### src/rtl/alu_pkg.sv
// alu_pkg: opcode group/function constants, mul/div FSM state type and the
// iteration count shared by alu_unit and alu_muldiv.
package alu_pkg;

   // Opcode groups, op[4:3]
   localparam logic [1:0] GrpBase = 2'b00;
   localparam logic [1:0] GrpAlt  = 2'b01;
   localparam logic [1:0] GrpCmp  = 2'b10;
   localparam logic [1:0] GrpMd   = 2'b11;

   // Group 00 functions
   localparam logic [2:0] F3Add  = 3'd0;
   localparam logic [2:0] F3Sll  = 3'd1;
   localparam logic [2:0] F3Slt  = 3'd2;
   localparam logic [2:0] F3Sltu = 3'd3;
   localparam logic [2:0] F3Xor  = 3'd4;
   localparam logic [2:0] F3Srl  = 3'd5;
   localparam logic [2:0] F3Or   = 3'd6;
   localparam logic [2:0] F3And  = 3'd7;

   // Group 01 functions
   localparam logic [2:0] F3Sub  = 3'd0;
   localparam logic [2:0] F3Sra  = 3'd5;

   // Group 10 functions
   localparam logic [2:0] F3Eq   = 3'd0;
   localparam logic [2:0] F3Ne   = 3'd1;
   localparam logic [2:0] F3Lt   = 3'd4;
   localparam logic [2:0] F3Ge   = 3'd5;
   localparam logic [2:0] F3Ltu  = 3'd6;
   localparam logic [2:0] F3Geu  = 3'd7;

   // Group 11 functions
   localparam logic [2:0] F3Mul    = 3'd0;
   localparam logic [2:0] F3Mulh   = 3'd1;
   localparam logic [2:0] F3Mulhsu = 3'd2;
   localparam logic [2:0] F3Mulhu  = 3'd3;
   localparam logic [2:0] F3Div    = 3'd4;
   localparam logic [2:0] F3Divu   = 3'd5;
   localparam logic [2:0] F3Rem    = 3'd6;
   localparam logic [2:0] F3Remu   = 3'd7;

   // One shift-add / restoring-subtract step per operand bit
   localparam int unsigned IterCount = 32;

   typedef enum logic [1:0] {
      StIdle,
      StRun,
      StDone
   } md_state_e;

   // Illegal codes in groups 00..10; group 11 legality depends on the build.
   function automatic logic base_illegal(input logic [4:0] op);
      logic bad;
      bad = 1'b0;
      if (op[4:3] == GrpAlt) begin
         bad = (op[2:0] != F3Sub) && (op[2:0] != F3Sra);
      end else if (op[4:3] == GrpCmp) begin
         bad = (op[2:0] == 3'd2) || (op[2:0] == 3'd3);
      end
      return bad;
   endfunction

endpackage

### src/rtl/alu_muldiv.sv
// alu_muldiv: iterative 32-step multiply/divide on operand magnitudes with a
// final sign fix-up. start/busy/done handshake; done pulses in the last RUN
// cycle while result carries the final value for the parent to register.
module alu_muldiv
   import alu_pkg::*;
(
   input  logic        clk,
   input  logic        reset,
   input  logic        start,
   input  logic        hold,
   input  logic [2:0]  funct,
   input  logic [31:0] a,
   input  logic [31:0] b,
   output logic        idle,
   output logic        busy,
   output logic        done,
   output logic [31:0] result
);

   md_state_e   state_q, state_d;
   logic [4:0]  cnt_q, cnt_d;
   logic [63:0] acc_q, acc_d, acc_step;
   logic [31:0] opd_q, opd_d;
   logic [31:0] a_q, a_d;
   logic [2:0]  funct_q, funct_d;
   logic        neg_a_q, neg_a_d, neg_b_q, neg_b_d, zero_q, zero_d;

   logic        a_signed, b_signed, neg_a, neg_b;
   logic [31:0] mag_a, mag_b;
   logic [32:0] mul_sum, div_rem, div_diff;
   logic        div_ge;
   logic [63:0] prod;
   logic [31:0] quo, rem;

   // Operand sign handling at launch
   always_comb begin
      a_signed = funct inside {F3Mulh, F3Mulhsu, F3Div, F3Rem};
      b_signed = funct inside {F3Mulh, F3Div, F3Rem};
      neg_a    = a_signed & a[31];
      neg_b    = b_signed & b[31];
      mag_a    = neg_a ? (~a + 32'd1) : a;
      mag_b    = neg_b ? (~b + 32'd1) : b;
   end

   // One iteration: acc = {hi, lo}; mul shifts right, div shifts left
   always_comb begin
      mul_sum  = {1'b0, acc_q[63:32]} + (acc_q[0] ? {1'b0, opd_q} : 33'd0);
      div_rem  = {acc_q[63:32], acc_q[31]};
      div_diff = div_rem - {1'b0, opd_q};
      div_ge   = (div_rem >= {1'b0, opd_q});
      if (funct_q[2]) begin
         acc_step = {(div_ge ? div_diff[31:0] : div_rem[31:0]), acc_q[30:0], div_ge};
      end else begin
         acc_step = {mul_sum, acc_q[31:1]};
      end
   end

   // Next-state: launch, iterate, then wait for enable to drop
   always_comb begin
      state_d = state_q;
      cnt_d   = cnt_q;
      acc_d   = acc_q;
      opd_d   = opd_q;
      a_d     = a_q;
      funct_d = funct_q;
      neg_a_d = neg_a_q;
      neg_b_d = neg_b_q;
      zero_d  = zero_q;
      done    = 1'b0;
      unique case (state_q)
         StIdle: begin
            if (start) begin
               state_d = StRun;
               cnt_d   = '0;
               funct_d = funct;
               neg_a_d = neg_a;
               neg_b_d = neg_b;
               zero_d  = (b == 32'd0);
               a_d     = a;
               if (funct[2]) begin
                  opd_d = mag_b;
                  acc_d = {32'd0, mag_a};
               end else begin
                  opd_d = mag_a;
                  acc_d = {32'd0, mag_b};
               end
            end
         end
         StRun: begin
            acc_d = acc_step;
            cnt_d = cnt_q + 5'd1;
            if (cnt_q == 5'(IterCount - 1)) begin
               state_d = StDone;
               done    = 1'b1;
            end
         end
         StDone: begin
            if (!hold) state_d = StIdle;
         end
         default: state_d = StIdle;
      endcase
   end

   // Final result from the last step, with sign fix-up and divide-by-zero override
   always_comb begin
      prod = (neg_a_q ^ neg_b_q) ? (~acc_step + 64'd1) : acc_step;
      quo  = acc_step[31:0];
      rem  = acc_step[63:32];
      if (neg_a_q ^ neg_b_q) quo = ~quo + 32'd1;
      if (neg_a_q) rem = ~rem + 32'd1;
      if (zero_q) begin
         quo = '1;
         rem = a_q;
      end
      case (funct_q)
         F3Mul:                      result = prod[31:0];
         F3Mulh, F3Mulhsu, F3Mulhu:  result = prod[63:32];
         F3Div, F3Divu:              result = quo;
         default:                    result = rem;
      endcase
   end

   // State and datapath registers
   always_ff @(posedge clk) begin
      if (!reset) begin
         state_q <= StIdle;
         cnt_q   <= '0;
         acc_q   <= '0;
         opd_q   <= '0;
         a_q     <= '0;
         funct_q <= '0;
         neg_a_q <= 1'b0;
         neg_b_q <= 1'b0;
         zero_q  <= 1'b0;
      end else begin
         state_q <= state_d;
         cnt_q   <= cnt_d;
         acc_q   <= acc_d;
         opd_q   <= opd_d;
         a_q     <= a_d;
         funct_q <= funct_d;
         neg_a_q <= neg_a_d;
         neg_b_q <= neg_b_d;
         zero_q  <= zero_d;
      end
   end

   assign idle = (state_q == StIdle);
   assign busy = (idle & start) | (state_q == StRun);

endmodule

### src/rtl/alu_unit.sv
// alu_unit: single-cycle integer ALU with an optional iterative mul/div unit.
// Build option: define ALU_MULDIV_EN to implement opcode group 11; otherwise
// every group-11 code faults and busy stays low.
module alu_unit
   import alu_pkg::*;
(
   input  logic        clk,
   input  logic        reset,
   input  logic        enable,
   input  logic [4:0]  op,
   input  logic [31:0] in_a,
   input  logic [31:0] in_b,
   output logic [31:0] out,
   output logic        busy,
   output logic        fault
);

   logic [1:0]  grp;
   logic [2:0]  f3;
   logic [4:0]  shamt;
   logic        illegal;
   logic        lt_s, lt_u, eq;
   logic [31:0] alu_res;
   logic [31:0] out_q, out_d;
   logic        md_idle, md_busy, md_done;
   logic [31:0] md_result;

   assign grp   = op[4:3];
   assign f3    = op[2:0];
   assign shamt = in_b[4:0];
   assign lt_s  = $signed(in_a) < $signed(in_b);
   assign lt_u  = in_a < in_b;
   assign eq    = in_a == in_b;

   // Illegal-op decode; group 11 is legal only when the mul/div unit exists
   always_comb begin
      illegal = base_illegal(op);
`ifndef ALU_MULDIV_EN
      if (grp == GrpMd) illegal = 1'b1;
`endif
   end

   // Single-cycle datapath for groups 00..10
   always_comb begin
      alu_res = '0;
      case (grp)
         GrpBase: begin
            case (f3)
               F3Add:   alu_res = in_a + in_b;
               F3Sll:   alu_res = in_a << shamt;
               F3Slt:   alu_res = {31'b0, lt_s};
               F3Sltu:  alu_res = {31'b0, lt_u};
               F3Xor:   alu_res = in_a ^ in_b;
               F3Srl:   alu_res = in_a >> shamt;
               F3Or:    alu_res = in_a | in_b;
               default: alu_res = in_a & in_b;
            endcase
         end
         GrpAlt: begin
            if (f3 == F3Sra) alu_res = $signed(in_a) >>> shamt;
            else             alu_res = in_a - in_b;
         end
         GrpCmp: begin
            case (f3)
               F3Eq:    alu_res = {31'b0, eq};
               F3Ne:    alu_res = {31'b0, !eq};
               F3Lt:    alu_res = {31'b0, lt_s};
               F3Ge:    alu_res = {31'b0, !lt_s};
               F3Ltu:   alu_res = {31'b0, lt_u};
               F3Geu:   alu_res = {31'b0, !lt_u};
               default: alu_res = '0;
            endcase
         end
         default: alu_res = '0;
      endcase
   end

`ifdef ALU_MULDIV_EN
   logic md_start;
   assign md_start = enable & (grp == GrpMd);

   alu_muldiv u_muldiv (
      .clk    (clk),
      .reset  (reset),
      .start  (md_start),
      .hold   (enable),
      .funct  (f3),
      .a      (in_a),
      .b      (in_b),
      .idle   (md_idle),
      .busy   (md_busy),
      .done   (md_done),
      .result (md_result)
   );
`else
   assign md_idle   = 1'b1;
   assign md_busy   = 1'b0;
   assign md_done   = 1'b0;
   assign md_result = '0;
`endif

   // Pick what the output register loads; single-cycle ops only launch from IDLE
   always_comb begin
      out_d = out_q;
      if (md_done) begin
         out_d = md_result;
      end else if (md_idle && enable && !illegal && (grp != GrpMd)) begin
         out_d = alu_res;
      end
   end

   // Output register with synchronous active-low reset
   always_ff @(posedge clk) begin
      if (!reset) out_q <= '0;
      else        out_q <= out_d;
   end

   assign out   = out_q;
   assign busy  = reset & md_busy;
   assign fault = reset & enable & illegal;

endmodule

### config.mk
export PLATFORM = sky130hd
export DESIGN_NAME = alu_unit
export DESIGN_NICKNAME = d
export VERILOG_FILES = /design/src/rtl/alu_pkg.sv /design/src/rtl/alu_muldiv.sv /design/src/rtl/alu_unit.sv
export SDC_FILE = /design/constraint.sdc
export NUM_CORES = 1
export LEC_CHECK = 0
export CORE_MARGIN = 5
export CORE_UTILIZATION = 45
export CTS_BUF_LIST = sky130_fd_sc_hd__clkbuf_8
export DETAILED_ROUTE_END_ITERATION = 8
export PLACE_DENSITY = 0.67
export SKIP_LAST_GASP = 1
export SLEW_MARGIN = 15
export SYNTH_ARGS = -nofsm -noshare
export SYNTH_HDL_FRONTEND = slang
export SYNTH_HIERARCHICAL = 1
export SYNTH_SLANG_ARGS = --single-unit
### constraint.sdc
create_clock -name clk -period 10.15 [get_ports clk]
set_clock_uncertainty 0.05 [all_clocks]
set_input_delay 2.03 -clock clk [delete_from_list [all_inputs] [get_ports clk]]
set_output_delay 2.03 -clock clk [all_outputs]
set_load 0.03 [all_outputs]
==> results of run 1 <==
-- path summary, 6_finish.rpt --
path              slack (ps)       to  cells past startpoint
setup / recovery        3680    fault                      4
hold / removal           430  out[13]                      2
setup reg to reg        9140  out[30]                      4
hold reg to reg          430  out[13]                      2
-- power by group through the flow --
stage | Sequential (mW) | Combinational (mW) | Clock (mW)
floorplan | 0.158 | 0.431 | 0
global placement | 0.142 | 0.682 | 0
detailed placement | 0.142 | 0.679 | 0
CTS | 0.139 | 0.683 | 0.158
global route | 0.140 | 0.744 | 0.164
finish | 0.139 | 0.708 | 0.158
-- per-stage QoR --
step	hold slack (ps)	instance area [µm²]
floorplan	547.9	10930
global placement	411.3	11910
detailed placement	422.3	11910
CTS	433.5	12030
global route	457.5	12040
finish	429.6	12040
-- cell type report --
| cell class | instances | area, µm² |
|---|---|---|
| Antenna cell | 1 | 2.502 |
| Fill cell | 2579 | 12070 |
| Multi-Input combinational cell | 1282 | 9231 |
| Sequential cell | 32 | 640.6 |
| Inverter | 104 | 390.4 |
| Clock inverter | 1 | 30.03 |
| Tap cell | 324 | 405.4 |
| Timing Repair Buffer | 134 | 1244 |
| Clock buffer | 7 | 96.34 |
-- logic make-up (layout without fill, tap and decap cells) --
kind of cell | count (synthesis) | in the layout | synth area share
AND/OR/NAND/NOR | 422 | 422 | 0.1741
adder cells (fa/ha/maj) | 104 | 104 | 0.1204
other | 1 | 2 | 0.0003431
multiplexers | 120 | 120 | 0.1573
AO/OA/AOI/OAI | 594 | 594 | 0.3587
XOR/XNOR | 41 | 41 | 0.03286
buffers and inverters | 229 | 246 | 0.09765
flip-flops | 32 | 32 | 0.05861
-- layout by cell type (no fill, tap or decap), drive strengths merged, types with 6 or more instances in the layout --
cell,count
a211oi,23
a21oi,187
o22ai,13
mux2i,60
nand4,9
o311ai,7
a21o,14
nand2,113
o221ai,26
clkdlybuf4s50,99
o21a,8
clkbuf,7
nor2b,13
o31ai,16
nor3,36
clkinv,6
a22oi,7
buf,35
dfxtp,32
mux2,21
mux4,39
and3,8
a221oi,8
a21boi,6
nand3,35
o211ai,34
nand2b,10
xnor2,38
a31oi,22
nor2,164
ha,102
or3,9
o21ai,135
inv,98
o21bai,22
-- worst register-to-register path, delay by kind of cell, from the launching register on --
| family | cells | cell delay, ps |
|---|---|---|
| AO/OA/AOI/OAI | 3 | 420 |
| AND/OR/NAND/NOR | 1 | 60 |
| flip-flops | 1 | 340 |
-- per-layer routing --
metal  up-vias  global-route usage  part of all wire
li1       5760                   -                 -
met1      6242              0.4956              0.39
met2       943              0.6088              0.44
met3       210             0.07736             0.098
met4         6              0.2163             0.071
met5         -                   0           0.00076
==> metrics.md, run 1 <==
| Metric | Value |
|---|---|
| Most frequent cell after synthesis | sky130_fd_sc_hd__a21oi_1 |
| Die boundary width | 165.8 µm |
| Cell count after synthesis | 1543 |
| Leading area contributor after synthesis | sky130_fd_sc_hd__ha_1 |
| Number of violations of the max-capacitance limit | 0 |
| Count of vias placed by the detailed router | 13161 |
| Final GP Congestion | 1.058 |
| Overall power after layout | 1.004 mW |
| Unrepaired setup endpoints after global routing | no |
| Placement Rows | 57 |
| Top cells by count, synth | sky130_fd_sc_hd__a21oi_1 (185), sky130_fd_sc_hd__nor2_1 (162), sky130_fd_sc_hd__o21ai_0 (126) |
| GRT Overall Usage | 0.3869 |
| Share of total power in sequential cells | 0.138 |
| CP Class | input pin to primary output |
| Post-synthesis cell type count | 98 |
| Prevailing post-synth register cell | sky130_fd_sc_hd__dfxtp_1 |
| Total wire length | 56520 µm |
| Number of I/O pins | 106 |
| Worst hold start | out[13] |
| Total of hold buffers inserted after clock tree synthesis | 0 |
| Slowest cell on the critical path | sky130_fd_sc_hd__clkdlybuf4s50_1 |
| Clock latency on the worst-skew pair | 330 ps |
| Area share of the largest cell type after synthesis | 0.1168 |
| Critical path, cell by cell | clkdlybuf4s50_1 -> o21ai_0 -> a21oi_1 -> clkdlybuf4s50_1 |
| Post-Synthesis Cell Area | 10930 µm² |
| Share of flip-flops with an asynchronous set or reset | 0 |
| Final core utilization | 0.4995 |
| Number of flip-flops in the largest register | 32 |
| Via density per instance | 6.982 |
| Switching power total | 535.8 µW |
| Die area | 27500 µm² |
| Top area cells in the synthesized netlist | sky130_fd_sc_hd__ha_1 (12%), sky130_fd_sc_hd__a21oi_1 (8.5%), sky130_fd_sc_hd__mux4_2 (8.0%) |
| Final slew viol count | 0 |
| Clk network pwr share | 0.157 |
| Launching instance or port of the critical path | op[3] |
| Clock period minus final worst setup slack | 6466 ps |
| Critical Path RT | 8070 ps |
| Post-cts repair resize count | 0 |
| Clock-pin slew on the worst setup and hold paths | 80 ps |
| CTS root buffer | sky130_fd_sc_hd__clkbuf_8 |
| Fin nets | 1735 |
| Buf/Inv on CP | 2 |
| Setup TNS Final | 0 ps |
| Htree depth | 2 |
| Post-CTS Repair Setup Buffers | 0 |
| Synthesis-to-finish area growth | 10.17% |
| Yosys warnings | 6 |
| Antenna violations before repair | 3 |
| Setup Viol. Count Final | 0 |
| Total power per unit cell area | 83.41 nW/µm² |
| Global-route wire length before repair | 81890 µm |
| Part of the total power dissipated in combinational logic | 0.705 |
| IO buf count | 104 |
| Share of post-route cells with drive strength above 1 | 0.09423 |
| Maximum buffer depth of the clock tree | 2 |
| TritonCTS clock tree | built |
| Remaining antenna violation count after routing | 0 |
| Proportion of synthesized chip area in sequential cells | 0.05861 |
| Post-synthesis net count | 1719 |
| Maximum number of pins on one net before global-route repair | 76 |
| Worst setup margin | 3684 ps |
| Number of synthesized flops with an enable pin | 0 |
| Type of the worst min-delay path | register to register |
| Starting utilization of the core area | 0.4534 |
| Status | completed |
| Transition at the pin with the smallest max-transition slack | 1134 ps |
| Static leakage | 4.789 nW |
| Worst rel slew slack | 0.2361 |
| Post-Syn Area per Cell | 7.083 µm² |
| Total congestion overflow after global routing | 0 |
| Post-route fraction of the period consumed by the critical path | 0.6370 |
| Vias in the first global route | 12182 |
| Total instance count after detailed placement | 1876 |
| Core area | 24110 µm² |
| Setup crit start kind | input pin |
| Average wire per standard cell | 29.99 µm |
| Post-placement setup slack | 3561 ps |
| Final Hold Vio Count | 0 |
| Family with the most delay on the worst path | buffers and inverters |
| Largest driver fanout on the critical path | 17 |
| Clock buffers created by TritonCTS | 5 |
| Switching part of the total | 0.5335 |
| Slowest stage delay, CP | 1110 ps |
| Most frequent CP cell | sky130_fd_sc_hd__clkdlybuf4s50_1 |
| Worst voltage drop across the vdd grid | 0.00006793 V |
| Total half-perimeter wirelength after legalization and detailed placement | 43070 µm |
| Iter 0 DRT Violations | 1675 |
| Highest clock frequency the design can meet | 154.7 MHz |
| Drt drc | 0 |
| Internal power summed over all cells | 468.6 µW |
| Data arrival time of the critical path | 4390 ps |
| Post-synthesis register bit count | 32 |
| Die outline height | 165.8 µm |
| Router iterations before antenna repair | 6 |
| CTS sink cnt | 32 |
| Non-Filler Instances | 1885 |
| Reg-to-Reg Start | out[30] |
| Kind of capture point of the worst setup path | primary output |
(Power assumes the default switching activity.)
==> inputs of run 2 (changes only) <==
- PLACE_DENSITY: 0.67 -> 0.7
- clock period: 10.15 -> 5.9 ns (I/O delays scaled with it)
==> run 2 against run 1 <==
Effect of this change:
- hold slack better by 4.6 ps
- critical path depth up 8
- final cell count up 1.6%
- sequential share of layout area down 0.077 points
- via count up 1.9%
- highest routed layer unchanged
- largest cell class unchanged
- utilization up 0.73 points
- die area unchanged
- global-route usage up 1.1 points
- first-iteration DRC count up 20%
- critical path type is now input pin to register
- register-to-register slack worse by 4300 ps
- power up 68%
- largest power group unchanged
==> metrics.md, run 2 (synthesis results as in run 1) <==
| Metric | Value |
|---|---|
| Worst hold start | out[4] |
| Transition at the pin with the smallest max-transition slack | 1124 ps |
| Hold path depth | 2 |
| Share of total power in sequential cells | 0.142 |
| Leading cell types in the layout, fill and taps excluded | sky130_fd_sc_hd__a21oi_1 (185), sky130_fd_sc_hd__nor2_1 (161), sky130_fd_sc_hd__o21ai_0 (126) |
| Number of violations of the max-capacitance limit | 0 |
| Worst rel slew slack | 0.2409 |
| Via density per instance | 7.004 |
| Total half-perimeter wirelength after legalization and detailed placement | 44600 µm |
| Type of the worst min-delay path | register to register |
| Total power per unit cell area | 138.1 nW/µm² |
| Worst voltage drop across the vdd grid | 0.0001025 V |
| Antenna violations before repair | 4 |
| Maximum number of pins on one net before global-route repair | 84 |
| IO buf count | 104 |
| Post-placement setup slack | 1002 ps |
| Part of the total power dissipated in combinational logic | 0.745 |
| Total wire length | 57860 µm |
| Slowest cell on the critical path | sky130_fd_sc_hd__clkdlybuf4s50_1 |
| Synthesis-to-finish area growth | 11.78% |
| Iter 0 DRT Violations | 2012 |
| Setup TNS Final | 0 ps |
| Die outline height | 165.8 µm |
| Setup crit start kind | input pin |
| CTS sink cnt | 32 |
| TritonCTS clock tree | built |
| Setup Viol. Count Final | 0 |
| Status | completed |
| Number of flip-flops in the largest register | 32 |
| Clock period minus final worst setup slack | 4710 ps |
| Fill cells | 2567 |
| Post-CTS Repair Setup Buffers | 0 |
| Internal power summed over all cells | 752.7 µW |
| Overall power after layout | 1.687 mW |
| Unrepaired setup endpoints after global routing | no |
| Clock buffers created by TritonCTS | 5 |
| Post-cts repair resize count | 0 |
| Clock latency on the worst-skew pair | 320 ps |
| Highest clock frequency the design can meet | 212.3 MHz |
| Core area | 24110 µm² |
| Buf/Inv on CP | 2 |
| Maximum buffer depth of the clock tree | 2 |
| Area taken by flip-flops and latches | 640.6 µm² |
| Launching instance or port of the critical path | in_a[18] |
| Combined area of the multi-input logic cells | 9224 µm² |
| Critical Path RT | 6060 ps |
| GRT Overall Usage | 0.3976 |
| Final slew viol count | 0 |
| Largest driver fanout on the critical path | 12 |
| Clk network pwr share | 0.113 |
| Logic depth of the worst setup path including buffers | 12 |
| Count of vias placed by the detailed router | 13413 |
| Switching part of the total | 0.5537 |
| Reg-to-Reg Start | out[30] |
| Share of post-route cells with drive strength above 1 | 0.1082 |
| Die boundary width | 165.8 µm |
| Remaining antenna violation count after routing | 0 |
| Most frequent standard cell in the layout excluding fill and tap cells | sky130_fd_sc_hd__a21oi_1 |
| Final GP Congestion | 1.091 |
| Global-route wire length before repair | 84190 µm |
| Kind of capture point of the worst setup path | register |
| Slowest stage delay, CP | 710 ps |
| Post-route fraction of the period consumed by the critical path | 0.7983 |
| Switching power total | 933.9 µW |
| CTS root buffer | sky130_fd_sc_hd__clkbuf_8 |
| Worst setup margin | 1190 ps |
| Number of I/O pins | 106 |
| Htree depth | 2 |
| Starting utilization of the core area | 0.4534 |
| Static leakage | 4.913 nW |
| Data arrival time of the critical path | 4870 ps |
| Critical path, cell by cell | clkdlybuf4s50_1 -> inv_1 -> ha_1 -> nor3_1 -> nand4_1 -> a21oi_1 -> a211oi_2 -> a21oi_2 -> a21boi_0 -> or4_1 -> nand3_1 -> o211ai_1 |
| Die area | 27500 µm² |
| Vias in the first global route | 12485 |
| Fin nets | 1765 |
| Family with the most delay on the worst path | simple AND/OR/NAND/NOR gates |
| Drt drc | 0 |
| CP Class | input pin to register |
| Placement Rows | 57 |
| Total congestion overflow after global routing | 0 |
| Router iterations before antenna repair | 6 |
| Final Hold Vio Count | 0 |
| Clock-pin slew on the worst setup and hold paths | 100 ps |
| Average wire per standard cell | 30.21 µm |
| Total of hold buffers inserted after clock tree synthesis | 0 |
| Number of cells on the worst reg-to-reg path | 4 |
==> run 2: cell count changes in the layout (fill, tap and decap cells not counted), sizes merged <==
cell / delta
buf: +29
bufinv: -1
clkbuf: -2
clkdlybuf4s50: +1
clkinv: +1
diode: +1
inv: +1
==> run 2: power groups by stage <==
stage               Sequential (mW)  Clock, mW  Combinational, mW
detailed placement            0.244          0               1.20
floorplan                     0.271          0              0.742
global route                  0.241      0.197               1.31
global placement              0.244          0               1.20
finish                        0.240      0.191               1.26
CTS                           0.239      0.188               1.20
==> run 2: tightest hold or removal path, cell delays in order, from the launching register on <==
cell,delay (ps)
sky130_fd_sc_hd__dfxtp_1,320
sky130_fd_sc_hd__nand3_1,60
sky130_fd_sc_hd__o21ai_0,60
==> run 2: worst paths after layout <==
check,slack (ps),end
min reg2reg,430,out[4]
min,430,out[4]
max,1190,out[29]
max reg2reg,4890,out[30]
==> run 2: final cells by class <==
type | count | share of cell area
inverters | 104 | 0.03195
well taps | 324 | 0.03318
diodes | 2 | 0.0004097
clock inverters | 2 | 0.0007169
clock buffers | 5 | 0.005633
flip-flops and latches | 32 | 0.05244
repair buffers | 164 | 0.1206
multi-input cells | 1282 | 0.7550
==> run 2: metal layers <==
metal  vias up  track usage  wire [µm]
met1      6287       0.5009      21690
met5         -            0         41
met4         6       0.2676       5203
met3       285      0.08688       6347
met2      1033       0.6083      24570
li1       5802            -          -
==> run 2: per-stage QoR <==
step / area, µm² / cells / hold slack (ps) / utilization
4_1_cts: 12210 / 1913 / 432.5 / 0.5066
3_3_place_gp: 12130 / 1906 / 411.6 / 0.5034
3_5_place_dp: 12130 / 1906 / 423.5 / 0.5034
5_1_grt: 12210 / 1913 / 468.2 / 0.5066
2_1_floorplan: 10930 / 1543 / 547.9 / -
6_report: 12220 / 1915 / 434.2 / 0.5068
